[src/rtl/morfoloji_pkg.sv]
// morfoloji_pkg
// Shared definitions for the morphology unit.
//   MOD_*     : operation codes carried on mod_i
//   durum_t   : FSM state encoding (BOS idle, TARA scan, CIKIS result held)
//   kimlik()  : identity element of the reduction for a given operation,
//               used both to seed the accumulator and to pad unused lanes
package morfoloji_pkg;

  localparam logic [1:0] MOD_EROZ = 2'd0;
  localparam logic [1:0] MOD_GENL = 2'd1;
  localparam logic [1:0] MOD_MIN  = 2'd2;
  localparam logic [1:0] MOD_MAX  = 2'd3;

  localparam int MAX_PIX_W = 16;

  typedef enum logic [1:0] {
    BOS   = 2'd0,
    TARA  = 2'd1,
    CIKIS = 2'd2
  } durum_t;

  // All-ones (low pix_w bits) for the min-like operations, zero for the
  // max-like ones. Callers keep only the low pix_w bits of the result.
  function automatic logic [MAX_PIX_W-1:0] kimlik(input logic [1:0] mode,
                                                  input int pix_w);
    logic [MAX_PIX_W-1:0] r;
    if (mode == MOD_EROZ || mode == MOD_MIN)
      r = {MAX_PIX_W{1'b1}} >> (MAX_PIX_W - pix_w);
    else
      r = '0;
    return r;
  endfunction

endpackage

[src/rtl/morfoloji_islem_if.sv]
// morfoloji_islem_if
// Window-in / pixel-out handshake bundle of the morphology unit.
//   mod_i, pencere_i, valid_i : window transaction from the window generator
//   ready_o                   : unit can accept a window
//   veri_o, valid_o           : result pixel towards the pixel writer
//   ready_i                   : pixel writer accepts the result
// slave is the unit side, master the upstream/downstream side.
interface morfoloji_islem_if #(
  parameter int PIX_W = 8,
  parameter int N     = 9
);

  logic [1:0]         mod_i;
  logic [N*PIX_W-1:0] pencere_i;
  logic               valid_i;
  logic               ready_o;
  logic [PIX_W-1:0]   veri_o;
  logic               valid_o;
  logic               ready_i;

  modport master (
    output mod_i, pencere_i, valid_i, ready_i,
    input  ready_o, veri_o, valid_o
  );

  modport slave (
    input  mod_i, pencere_i, valid_i, ready_i,
    output ready_o, veri_o, valid_o
  );

endinterface

[src/rtl/morfoloji_serit.sv]
// morfoloji_serit
// Combinational LANES-wide reduction over one group of window taps.
//   taps_i  : LANES taps, lane l at bits [l*PIX_W +: PIX_W]
//   mask_i  : per-lane valid; masked lanes behave as the identity element
//   mod_i   : operation code
//   deger_o : min (MOD_MIN) or max (MOD_MAX) of the valid lanes
//   karar_o : a valid lane decides a binary result on its own
//             (zero tap for erosion, nonzero tap for dilation)
module morfoloji_serit
  import morfoloji_pkg::*;
#(
  parameter int PIX_W = 8,
  parameter int LANES = 3
) (
  input  logic [LANES*PIX_W-1:0] taps_i,
  input  logic [LANES-1:0]       mask_i,
  input  logic [1:0]             mod_i,
  output logic [PIX_W-1:0]       deger_o,
  output logic                   karar_o
);

  logic [PIX_W-1:0] tap;

  // Start from the identity so masked lanes never influence the result.
  always_comb begin
    deger_o = PIX_W'(kimlik(mod_i, PIX_W));
    karar_o = 1'b0;
    tap     = '0;
    for (int l = 0; l < LANES; l++) begin
      tap = taps_i[l*PIX_W +: PIX_W];
      if (mask_i[l]) begin
        case (mod_i)
          MOD_EROZ: if (tap == '0) karar_o = 1'b1;
          MOD_GENL: if (tap != '0) karar_o = 1'b1;
          MOD_MIN:  if (tap < deger_o) deger_o = tap;
          default:  if (tap > deger_o) deger_o = tap;
        endcase
      end
    end
  end

endmodule

[src/rtl/morfoloji_islem.sv]
// morfoloji_islem
// WIN x WIN morphology unit: binary erosion/dilation, gray min/max.
// One window per transaction; LANES taps are folded per scan cycle, and the
// binary modes stop at the first group holding a decisive tap.
//   clk_i  : clock, rising edge
//   rst_i  : asynchronous active-high reset
//   en_i   : block enable, low aborts and clears on the next edge
//   bus    : morfoloji_islem_if.slave (window in, result out)
module morfoloji_islem
  import morfoloji_pkg::*;
#(
  parameter int PIX_W = 8,
  parameter int WIN   = 3,
  parameter int LANES = 3
) (
  input  logic              clk_i,
  input  logic              rst_i,
  input  logic              en_i,
  morfoloji_islem_if.slave  bus
);

  localparam int N     = WIN * WIN;
  localparam int S     = (N + LANES - 1) / LANES;
  localparam int IDX_W = $clog2(S * LANES + 1);

  durum_t             durum_q;
  logic [N*PIX_W-1:0] pencere_q;
  logic [1:0]         mod_q;
  logic [IDX_W-1:0]   idx_q;
  logic [PIX_W-1:0]   acc_q;
  logic [PIX_W-1:0]   veri_q;
  logic               valid_q;
  logic               bos_q;

  logic [LANES*PIX_W-1:0] serit_taps;
  logic [LANES-1:0]       serit_mask;
  logic [PIX_W-1:0]       serit_deger;
  logic                   serit_karar;
  logic [PIX_W-1:0]       katla;
  logic                   son_grup;

  // Select taps [idx, idx+LANES); lanes past the last tap are masked off.
  always_comb begin
    serit_taps = '0;
    serit_mask = '0;
    for (int l = 0; l < LANES; l++) begin
      if (int'(idx_q) + l < N) begin
        serit_taps[l*PIX_W +: PIX_W] = pencere_q[(int'(idx_q) + l)*PIX_W +: PIX_W];
        serit_mask[l] = 1'b1;
      end
    end
  end

  morfoloji_serit #(
    .PIX_W (PIX_W),
    .LANES (LANES)
  ) u_serit (
    .taps_i  (serit_taps),
    .mask_i  (serit_mask),
    .mod_i   (mod_q),
    .deger_o (serit_deger),
    .karar_o (serit_karar)
  );

  // In binary modes the accumulator keeps its identity seed, which is
  // exactly the result when no decisive tap shows up before the end.
  always_comb begin
    katla    = acc_q;
    son_grup = (int'(idx_q) + LANES >= N);
    if (mod_q == MOD_MIN) begin
      if (serit_deger < acc_q) katla = serit_deger;
    end else if (mod_q == MOD_MAX) begin
      if (serit_deger > acc_q) katla = serit_deger;
    end
  end

  // bos_q mirrors "state is BOS" but stays low through reset so ready_o
  // only follows en_i once the block has seen a clock out of reset.
  always_ff @(posedge clk_i or posedge rst_i) begin
    if (rst_i) begin
      durum_q   <= BOS;
      pencere_q <= '0;
      mod_q     <= MOD_EROZ;
      idx_q     <= '0;
      acc_q     <= '0;
      veri_q    <= '0;
      valid_q   <= 1'b0;
      bos_q     <= 1'b0;
    end else if (!en_i) begin
      durum_q   <= BOS;
      pencere_q <= '0;
      idx_q     <= '0;
      acc_q     <= '0;
      veri_q    <= '0;
      valid_q   <= 1'b0;
      bos_q     <= 1'b1;
    end else begin
      case (durum_q)
        BOS: begin
          bos_q <= 1'b1;
          if (bus.valid_i && bus.ready_o) begin
            pencere_q <= bus.pencere_i;
            mod_q     <= bus.mod_i;
            idx_q     <= '0;
            acc_q     <= PIX_W'(kimlik(bus.mod_i, PIX_W));
            durum_q   <= TARA;
            bos_q     <= 1'b0;
          end
        end
        TARA: begin
          acc_q <= katla;
          idx_q <= idx_q + IDX_W'(LANES);
          // A decisive tap flips the binary result away from the identity.
          if (serit_karar) begin
            veri_q  <= ~acc_q;
            valid_q <= 1'b1;
            durum_q <= CIKIS;
          end else if (son_grup) begin
            veri_q  <= katla;
            valid_q <= 1'b1;
            durum_q <= CIKIS;
          end
        end
        CIKIS: begin
          if (bus.ready_i) begin
            valid_q <= 1'b0;
            durum_q <= BOS;
            bos_q   <= 1'b1;
          end
        end
        default: durum_q <= BOS;
      endcase
    end
  end

  assign bus.ready_o = en_i & bos_q;
  assign bus.veri_o  = veri_q;
  assign bus.valid_o = valid_q;

endmodule
[src/flat_wrapper.sv]
// flat-port wrapper written by rule: the top's interface ports become plain ports
module morfoloji_islem_flat import morfoloji_pkg::*;
#(
  parameter int PIX_W = 8,
  parameter int WIN   = 3,
  parameter int LANES = 3
)
  (clk_i, rst_i, en_i, bus_mod_i, bus_pencere_i, bus_valid_i, bus_ready_i, bus_ready_o, bus_veri_o, bus_valid_o);
  morfoloji_islem_if #(.PIX_W(PIX_W)) bus_i ();
  input  logic clk_i;
  input  logic rst_i;
  input  logic en_i;
  input wire logic [$bits(bus_i.mod_i)-1:0] bus_mod_i;
  input wire logic [$bits(bus_i.pencere_i)-1:0] bus_pencere_i;
  input wire logic [$bits(bus_i.valid_i)-1:0] bus_valid_i;
  input wire logic [$bits(bus_i.ready_i)-1:0] bus_ready_i;
  output wire logic [$bits(bus_i.ready_o)-1:0] bus_ready_o;
  output wire logic [$bits(bus_i.veri_o)-1:0] bus_veri_o;
  output wire logic [$bits(bus_i.valid_o)-1:0] bus_valid_o;
  assign bus_i.mod_i = bus_mod_i;
  assign bus_i.pencere_i = bus_pencere_i;
  assign bus_i.valid_i = bus_valid_i;
  assign bus_i.ready_i = bus_ready_i;
  assign bus_ready_o = bus_i.ready_o;
  assign bus_veri_o = bus_i.veri_o;
  assign bus_valid_o = bus_i.valid_o;
  morfoloji_islem #(.PIX_W(PIX_W), .WIN(WIN), .LANES(LANES)) u_core (.clk_i(clk_i), .rst_i(rst_i), .en_i(en_i), .bus(bus_i));
endmodule
[config.mk]
export PLATFORM = sky130hd
export DESIGN_NAME = morfoloji_islem_flat
export DESIGN_NICKNAME = d
export VERILOG_FILES = /design/src/rtl/morfoloji_pkg.sv /design/src/rtl/morfoloji_islem_if.sv /design/src/rtl/morfoloji_serit.sv /design/src/rtl/morfoloji_islem.sv /design/src/flat_wrapper.sv
export SDC_FILE = /design/constraint.sdc
export NUM_CORES = 1
export LEC_CHECK = 0
export ABC_AREA = 1
export BUFFER_PORTS_ARGS = -buffer_cell sky130_fd_sc_hd__buf_2
export CAP_MARGIN = 30
export CORE_MARGIN = 2
export CORE_UTILIZATION = 45
export DETAILED_ROUTE_END_ITERATION = 8
export PLACE_DENSITY = 0.67
export SYNTH_ARGS = -nofsm -noshare
export SYNTH_HDL_FRONTEND = slang
export SYNTH_HIERARCHICAL = 1
export SYNTH_SLANG_ARGS = --single-unit
[constraint.sdc]
create_clock -name clk_i -period 6.1 [get_ports clk_i]
set_input_delay 0.61 -clock clk_i [delete_from_list [all_inputs] [get_ports clk_i]]
set_output_delay 0.61 -clock clk_i [all_outputs]
set_load 0.02 [all_outputs]
# --- Word-level counts from Yosys, hierarchy flattened ---
# Index checks and enable logic that the tools add are counted.
word_totals:
  ff_bits: 98
op_classes:
  addsub: 4
  order_cmp: 12
  n_eq_ne: 16
  shifts: 3
  muxes: 64
  n_bitwise: 2
  reduce_logical: 20
op_table:
  columns: ["operator", "n"]
  rows:
  - ["$mux W72", 3]
  - ["$mux W8", 24]
  - ["$shiftx A72 B32 Y8", 2]
  - ["$shiftx A72 B8 Y8", 1]
  - ["$lt A32 B5 Y1 const B", 2]
  - ["$pmux W8 S2", 4]
  - ["$ge A32 B5 Y1 const B", 1]
  - ["$gt A8 B8 Y1", 4]
  - ["$lt A8 B8 Y1", 4]
  - ["$logic_not A8 Y1", 3]
  - ["$reduce_bool A8 Y1", 3]
  - ["$mux W1", 19]
  - ["$ne A3 B1 Y1 const B", 4]
  - ["$add A4 B2 Y5 const B", 2]
  - ["$mux W2", 5]
  - ["$pmux W1 S2", 5]
  - ["$reduce_and A3 Y1", 3]
  - ["$eq A2 B2 Y1 const B", 4]
  - ["$mux W4", 2]
  - ["$not A8 Y8", 1]
  - ["$pmux W4 S2", 1]
  - ["$reduce_and A2 Y1", 4]
  - ["$logic_not A2 Y1", 3]
  - ["$ne A2 B1 Y1 const B", 3]
  - ["12 further kinds", 14]

# --- Logic depth before layout (Yosys ltp) ---
depth:
  depth_word: 23
  mapped_depth: 56
  depth_no_buf: 54

# --- By module ---
# The synthesis kept the hierarchy.
modules_own_cells:
  columns: ["module", "n_inst", "cells_per_inst", "area_each_um2"]
  rows:
  - ["morfoloji_islem", 1, 887, 6241.0]
  - ["morfoloji_serit", 1, 252, 1441.4]

# --- Worst setup path before layout ---
# OpenSTA, ideal clock, no wires.
synth_timing:
  path_kind: "register -> register"
  startpoint: "reg u_core.idx_q[1]"
  endpoint: "reg u_core.veri_q[0], in the netlist u_core/bus.veri_o[0]"
  setup_ps: 117
  arrival_time_ps: 6418
  required_ps: 5983
  setup_slack_ps: -435
  path_stages_with_launch: 48
  path_buffers: 4
  synth_period_minus_slack_ps: 6535
  cell_sequence: "dfrtp_1 -> buf_2 -> inv_1 -> buf_2 -> buf_2 -> ha_1 -> nand2_1 -> nand2_1 -> a32o_1 -> ha_1 -> inv_1 -> nor3_4 -> nand2_2 -> nand2_4 -> nand3_1 -> nand2_1 -> nand2_1 -> nand2_1 -> [12 not listed] -> nor2_1 -> a211oi_2 -> nand2_1 -> a211oi_2 -> nand2_1 -> nand2_1 -> nand2_1 -> ha_1 -> nand2_2 -> nor2_2 -> nor2_8 -> nand2_4 -> buf_6 -> nand3_2 -> nand3_2 -> nand3_1 -> nand2_1 -> nand2_1"
synth_via:
  word_cells_on_any_way: 64
  classes_between: "3 x add/sub; 12 x order compare; 1 x eq/ne; 3 x shift; 38 x mux; 7 x reduce/logical"
synth_rtl:
  columns: ["item", "line_no", "text"]
  rows:
  - ["start, declared", "morfoloji_islem.sv:29", "logic [IDX_W-1:0] idx_q;"]
  - ["start signal, assigned", "morfoloji_islem.sv:112", "idx_q <= idx_q + IDX_W'(LANES);"]
  - ["$lt A4 B4 Y1 (*)", "morfoloji_islem.sv:47", "if (int'(idx_q) + l < N) begin"]
  - ["$mux W1 (*)", "morfoloji_islem.sv:47", null]
  - ["via u_core.serit_mask[0]", "morfoloji_islem.sv:36", "logic [LANES-1:0] serit_mask;"]
  - ["$mux W8 (*)", "morfoloji_serit.sv:31", "if (mask_i[l]) begin"]
  - ["$gt A8 B8 Y1 / $lt A8 B8 Y1 (equally long branches)", "morfoloji_serit.sv:36, morfoloji_serit.sv:35", null]
  - ["$mux W8 (on tied branches)", "morfoloji_serit.sv:36, morfoloji_serit.sv:35", null]
  - ["$pmux W8 S2", "morfoloji_serit.sv:32", "case (mod_i)"]
  - ["$mux W8 (*)", "morfoloji_serit.sv:31", null]
  - ["[4 not listed]", null, null]
  - ["via u_core.serit_deger[7]", "morfoloji_islem.sv:37", "logic [PIX_W-1:0] serit_deger;"]
  - ["$gt A8 B8 Y1", "morfoloji_islem.sv:73", "if (serit_deger > acc_q) katla = serit_deger;"]
  - ["$mux W8", "morfoloji_islem.sv:73", null]
  - ["$mux W8", "morfoloji_islem.sv:72", "end else if (mod_q == MOD_MAX) begin"]
  - ["$mux W8 (*)", "morfoloji_islem.sv:70", "if (mod_q == MOD_MIN) begin"]
  - ["$mux W8 (*)", "morfoloji_islem.sv:118", "end else if (son_grup) begin"]
  - ["$mux W8 (*)", "morfoloji_islem.sv:114", "if (serit_karar) begin"]
  - ["$mux W8 (*)", "morfoloji_islem.sv:98", "case (durum_q)"]
  - ["$mux W8 (*)", "morfoloji_islem.sv:89", "end else if (!en_i) begin"]
  - ["end signal, assigned", "morfoloji_islem.sv:115", "veri_q <= ~acc_q;"]
  - ["end signal, assigned", "morfoloji_islem.sv:119", "veri_q <= katla;"]
  - ["end, declared", "morfoloji_islem.sv:31", "logic [PIX_W-1:0] veri_q;"]
# The timed path passes the listed nets; every way through them passes the cells marked *. The select of a mux whose other input is x is not followed.
# A chain may end at the register's enable or synchronous reset.

# --- Worst setup path after layout ---
layout_timing:
  startpoint: "reg u_core.idx_q[0]"
  endpoint: "reg u_core.acc_q[5]"
layout_via:
  elab_chain_len: 20
  word_cells_on_any_way: 40
  classes_between: "2 x add/sub; 11 x order compare; 3 x shift; 24 x mux"
layout_rtl:
  columns: ["item", "line_no", "text"]
  rows:
  - ["$shiftx A72 B8 Y8 / $lt A4 B4 Y1 (equally long branches)", "morfoloji_islem.sv:48, morfoloji_islem.sv:47", null]
  - ["$mux W8 (*)", "morfoloji_islem.sv:47", null]
  - ["via u_core.serit_taps[5]", "morfoloji_islem.sv:35", "logic [LANES*PIX_W-1:0] serit_taps;"]
  - ["$gt A8 B8 Y1 / $lt A8 B8 Y1 (equally long branches)", "morfoloji_serit.sv:36, morfoloji_serit.sv:35", null]
  - ["$mux W8 (on tied branches)", "morfoloji_serit.sv:36, morfoloji_serit.sv:35", null]
  - ["$pmux W8 S2 (*)", "morfoloji_serit.sv:32", null]
  - ["$mux W8 (*)", "morfoloji_serit.sv:31", null]
  - ["$gt A8 B8 Y1 / $lt A8 B8 Y1 (equally long branches)", "morfoloji_serit.sv:36, morfoloji_serit.sv:35", null]
  - ["[6 not listed]", null, null]
  - ["$mux W8 (*)", "morfoloji_serit.sv:31", null]
  - ["via u_core.serit_deger[3]", "morfoloji_islem.sv:37", null]
  - ["$gt A8 B8 Y1", "morfoloji_islem.sv:73", null]
  - ["$mux W8", "morfoloji_islem.sv:73", null]
  - ["$mux W8", "morfoloji_islem.sv:72", null]
  - ["$mux W8 (*)", "morfoloji_islem.sv:70", null]
  - ["$pmux W8 S2 (*)", "morfoloji_islem.sv:98", null]
  - ["$mux W8 (*)", "morfoloji_islem.sv:89", null]
  - ["end signal, assigned", "morfoloji_islem.sv:105", "acc_q <= PIX_W'(kimlik(bus.mod_i, PIX_W));"]
  - ["end signal, assigned", "morfoloji_islem.sv:111", "acc_q <= katla;"]
  - ["end, declared", "morfoloji_islem.sv:30", "logic [PIX_W-1:0] acc_q;"]
# The timed path passes the listed nets; every way through them passes the cells marked *.

==> results.ini <==
[cells_and_area]
n_fill_cell = 1376
syn2layout_area_growth_pct = 47.04
final_util_pct = 67.87
antenna_cells = 0
final_nets = 1517
drive_above_1_share_pct = 37.38

[setup_path]
critPathLaunch = u_core/idx_q[0]$_DFFE_PP0P_
cp.arrival_ns = 7.25
cp-end-kind = flip-flop
r2r_cells = 49
crit_required_ns = 6.35
critical_path.max_fanout = 22
cpMostUsedCell = nand2_2
criticalPathCategory = flip-flop to flip-flop
critPathSlowestCell = dfrtp_2
slowest_delay_ns = 0.44
startpoint_type = flip-flop
r2r_start = u_core/idx_q[0]$_DFFE_PP0P_

[global_route]
grt_antenna_before_repair = 0
grt_overflow = 0
grt_max_degree = 76
grt_pass1_vias = 8503
gr-usage-all-layers_pct = 29.84
grt_pass1_wl_mm = 42.96

[sta]
rsz0062_at_grt = yes
hold_slack_ns = 0.3010
fin_worst_skew_ns = 0.01376
slew_headroom_pct = 33.58
fmax_mhz = 142.8
hold_viol = 0
tns_ns = -13.22
worst_slew_pin_slew_ns = 0.9926
fin_crit_sh_pct = 114.8
maxSlewViolCount = 0
timing.final.ws_setup_ns = -0.9049
min_period_ns = 7.005
setup_violations = 16

[cts]
cts_made_buffers = 9
h-tree-depth = 3
clk_pin_slew_ns = 0.08
cts_root_buf = clkbuf_16
clock_tree.buffer_depth = 2
clk_latency_ns = 0.35
cts_tree = yes
cts.sinks = 98

[die]
die_h_um = 134.7
start_util_pct = 46.16
die_w_um = 134.7
core-area_mm2 = 0.01664
die_area_mm2 = 0.01813
ios = 89
std_cell_rows = 47

[logic_synthesis]
synth_commonest_cells = nand2_1, o21ai_0, inv_1
async_flop_share_pct = 100.0
syn_avg_cell_area_um2 = 6.745
synth_top_area_cell = dfrtp_1
synth_fp_nets = 1254
synth_seq_cells = 98
ys.flop_type = dfrtp_1
ys_warn_count = 6
synth_area_leaders = dfrtp_1, nand2_1, o21ai_0, nand3_1, inv_1
postSynthCellCount = 1139
ys_seq_area_share_pct = 31.92
netlist_area_mm2 = 0.007682
synth.most_common_cell = nand2_1
synth-edff-count = 0
yosysUniqueCellTypes = 46
yosysTopAreaCellShare_pct = 31.92

[routing]
routed_wl_mm = 28.62
top_layer_used = met4
dr.pass1.iters = 5
drtAntennaViolNets = 0
avgRoutedWirePerCell_um = 17.59
vias_per_cell = 5.568
vias = 9059
drt_iter0_markers = 965
met2WireLength_mm = 14.02
drc = 0
met1Wirelength_mm = 11.71
dr_wl_met3_mm = 1.780

[place]
port-buffer-count = 88
finalWeightedCongestion = 0.9636
dp_hpwl_mm = 19.81
place_ws_ns = -0.7392

[status]
violations = setup timing
outcome = complete, but fails checks

[pwr]
power_density_mw_per_mm2 = 439.0
p_leak_nw = 5.579
ir_drop_v = 0.0004236

[worst_hold_path]
hp-class = input port to async pin

[run]
cap_viol_max_count = 0

## report_power, final
part	switching, mW	internal, mW
registers	0.0688	0.722
logic	2.00	1.55
clock network	0.256	0.363
## path summary, 6_finish.rpt
path / end / slack (ns)
hold / removal: u_core/pencere_q[43]$_DFFE_PP0P_ / 0.30
setup / recovery: u_core/acc_q[5]$_DFFE_PP0P_ / -0.90
hold reg to reg: u_core/bus.valid_o$_DFFE_PP0P_ / 0.48
min in group clk_i: u_core/pencere_q[43]$_DFFE_PP0P_ / 0.46
setup reg to reg: u_core/acc_q[5]$_DFFE_PP0P_ / -0.90
max in group asynchronous: u_core/idx_q[0]$_DFFE_PP0P_ / 4.65
## layout make-up
class / count / area (um^2) / area share (%)
clock buffer: 11 / 232.7 / 2.060
clock inverter: 5 / 86.33 / 0.7643
inverter: 126 / 489.2 / 4.331
multi-input combinational: 857 / 5375 / 47.59
sequential: 98 / 2454 / 21.72
tap: 220 / 275.3 / 2.437
timing repair buffer: 310 / 2384 / 21.10
## critical path, delay by kind of cell, from the launching register on
family | cells | cell delay (ns)
AO/OA/AOI/OAI | 6 | 1.26
flip-flops | 1 | 0.44
buffers and inverters | 5 | 0.68
AND/OR/NAND/NOR | 34 | 3.59
adder cells (fa/ha/maj) | 4 | 0.93
## registers in the layout, indices dropped and copies added, names as in the netlist
signal and flops:
u_core/acc_q 8, u_core/bos_q 1, u_core/bus.valid_o 1, u_core/bus.veri_o 8
u_core/durum_q 2, u_core/idx_q 4, u_core/mod_q 2, u_core/pencere_q 72
## cells in the final DEF (no fill, tap or decap), drive strengths merged, types with 5 or more instances in the layout
cell and count:
ha 36, nor3 5, a31oi 8, nand3 114, o21bai 5, o211ai 7
a21oi 51, dfrtp 98, nor2 70, o21ai 171, clkbuf 13, nand2 337
nand4 16, o22ai 10, inv 125, buf 306
## per-layer routing
metal / GRT usage [%] / vias up
met5: 0 / -
met4: 12.40 / 0
met3: 3.266 / 77
met2: 49.75 / 403
met1: 39.58 / 4277
li1: - / 4302
## kinds of logic (layout without fill, tap and decap cells)
logic type / after synthesis / after routing / synth area share [%]
buffers and inverters: 187 / 452 / 10.11
DFF: 98 / 98 / 31.92
AOI/OAI and AO/OA: 264 / 265 / 19.02
adders and majority gates: 36 / 36 / 5.863
and+or+nand+nor: 551 / 553 / 32.74
xor gates and xnor gates: 3 / 3 / 0.3421
## timing repair
action / in CTS / in global routing
buffers inserted: 24 / 19
setup endpoints to repair: 16 / 16
gates resized for setup: 102 / 103
cloned: 6 / 3
hold buffers: 0 / 0
pin swaps: 46 / 65
## through the flow
stage / total power, mW / instances / cell area [um^2]
finish: 4.959 / 1627 / 11300
global route: 5.254 / 1627 / 11300
CTS: 4.316 / 1604 / 10590
detailed placement: 3.214 / 1559 / 9554
global placement: 3.170 / 1559 / 9554
floorplan: 2.408 / 1139 / 7831
Power figures use the tool's default switching activity.
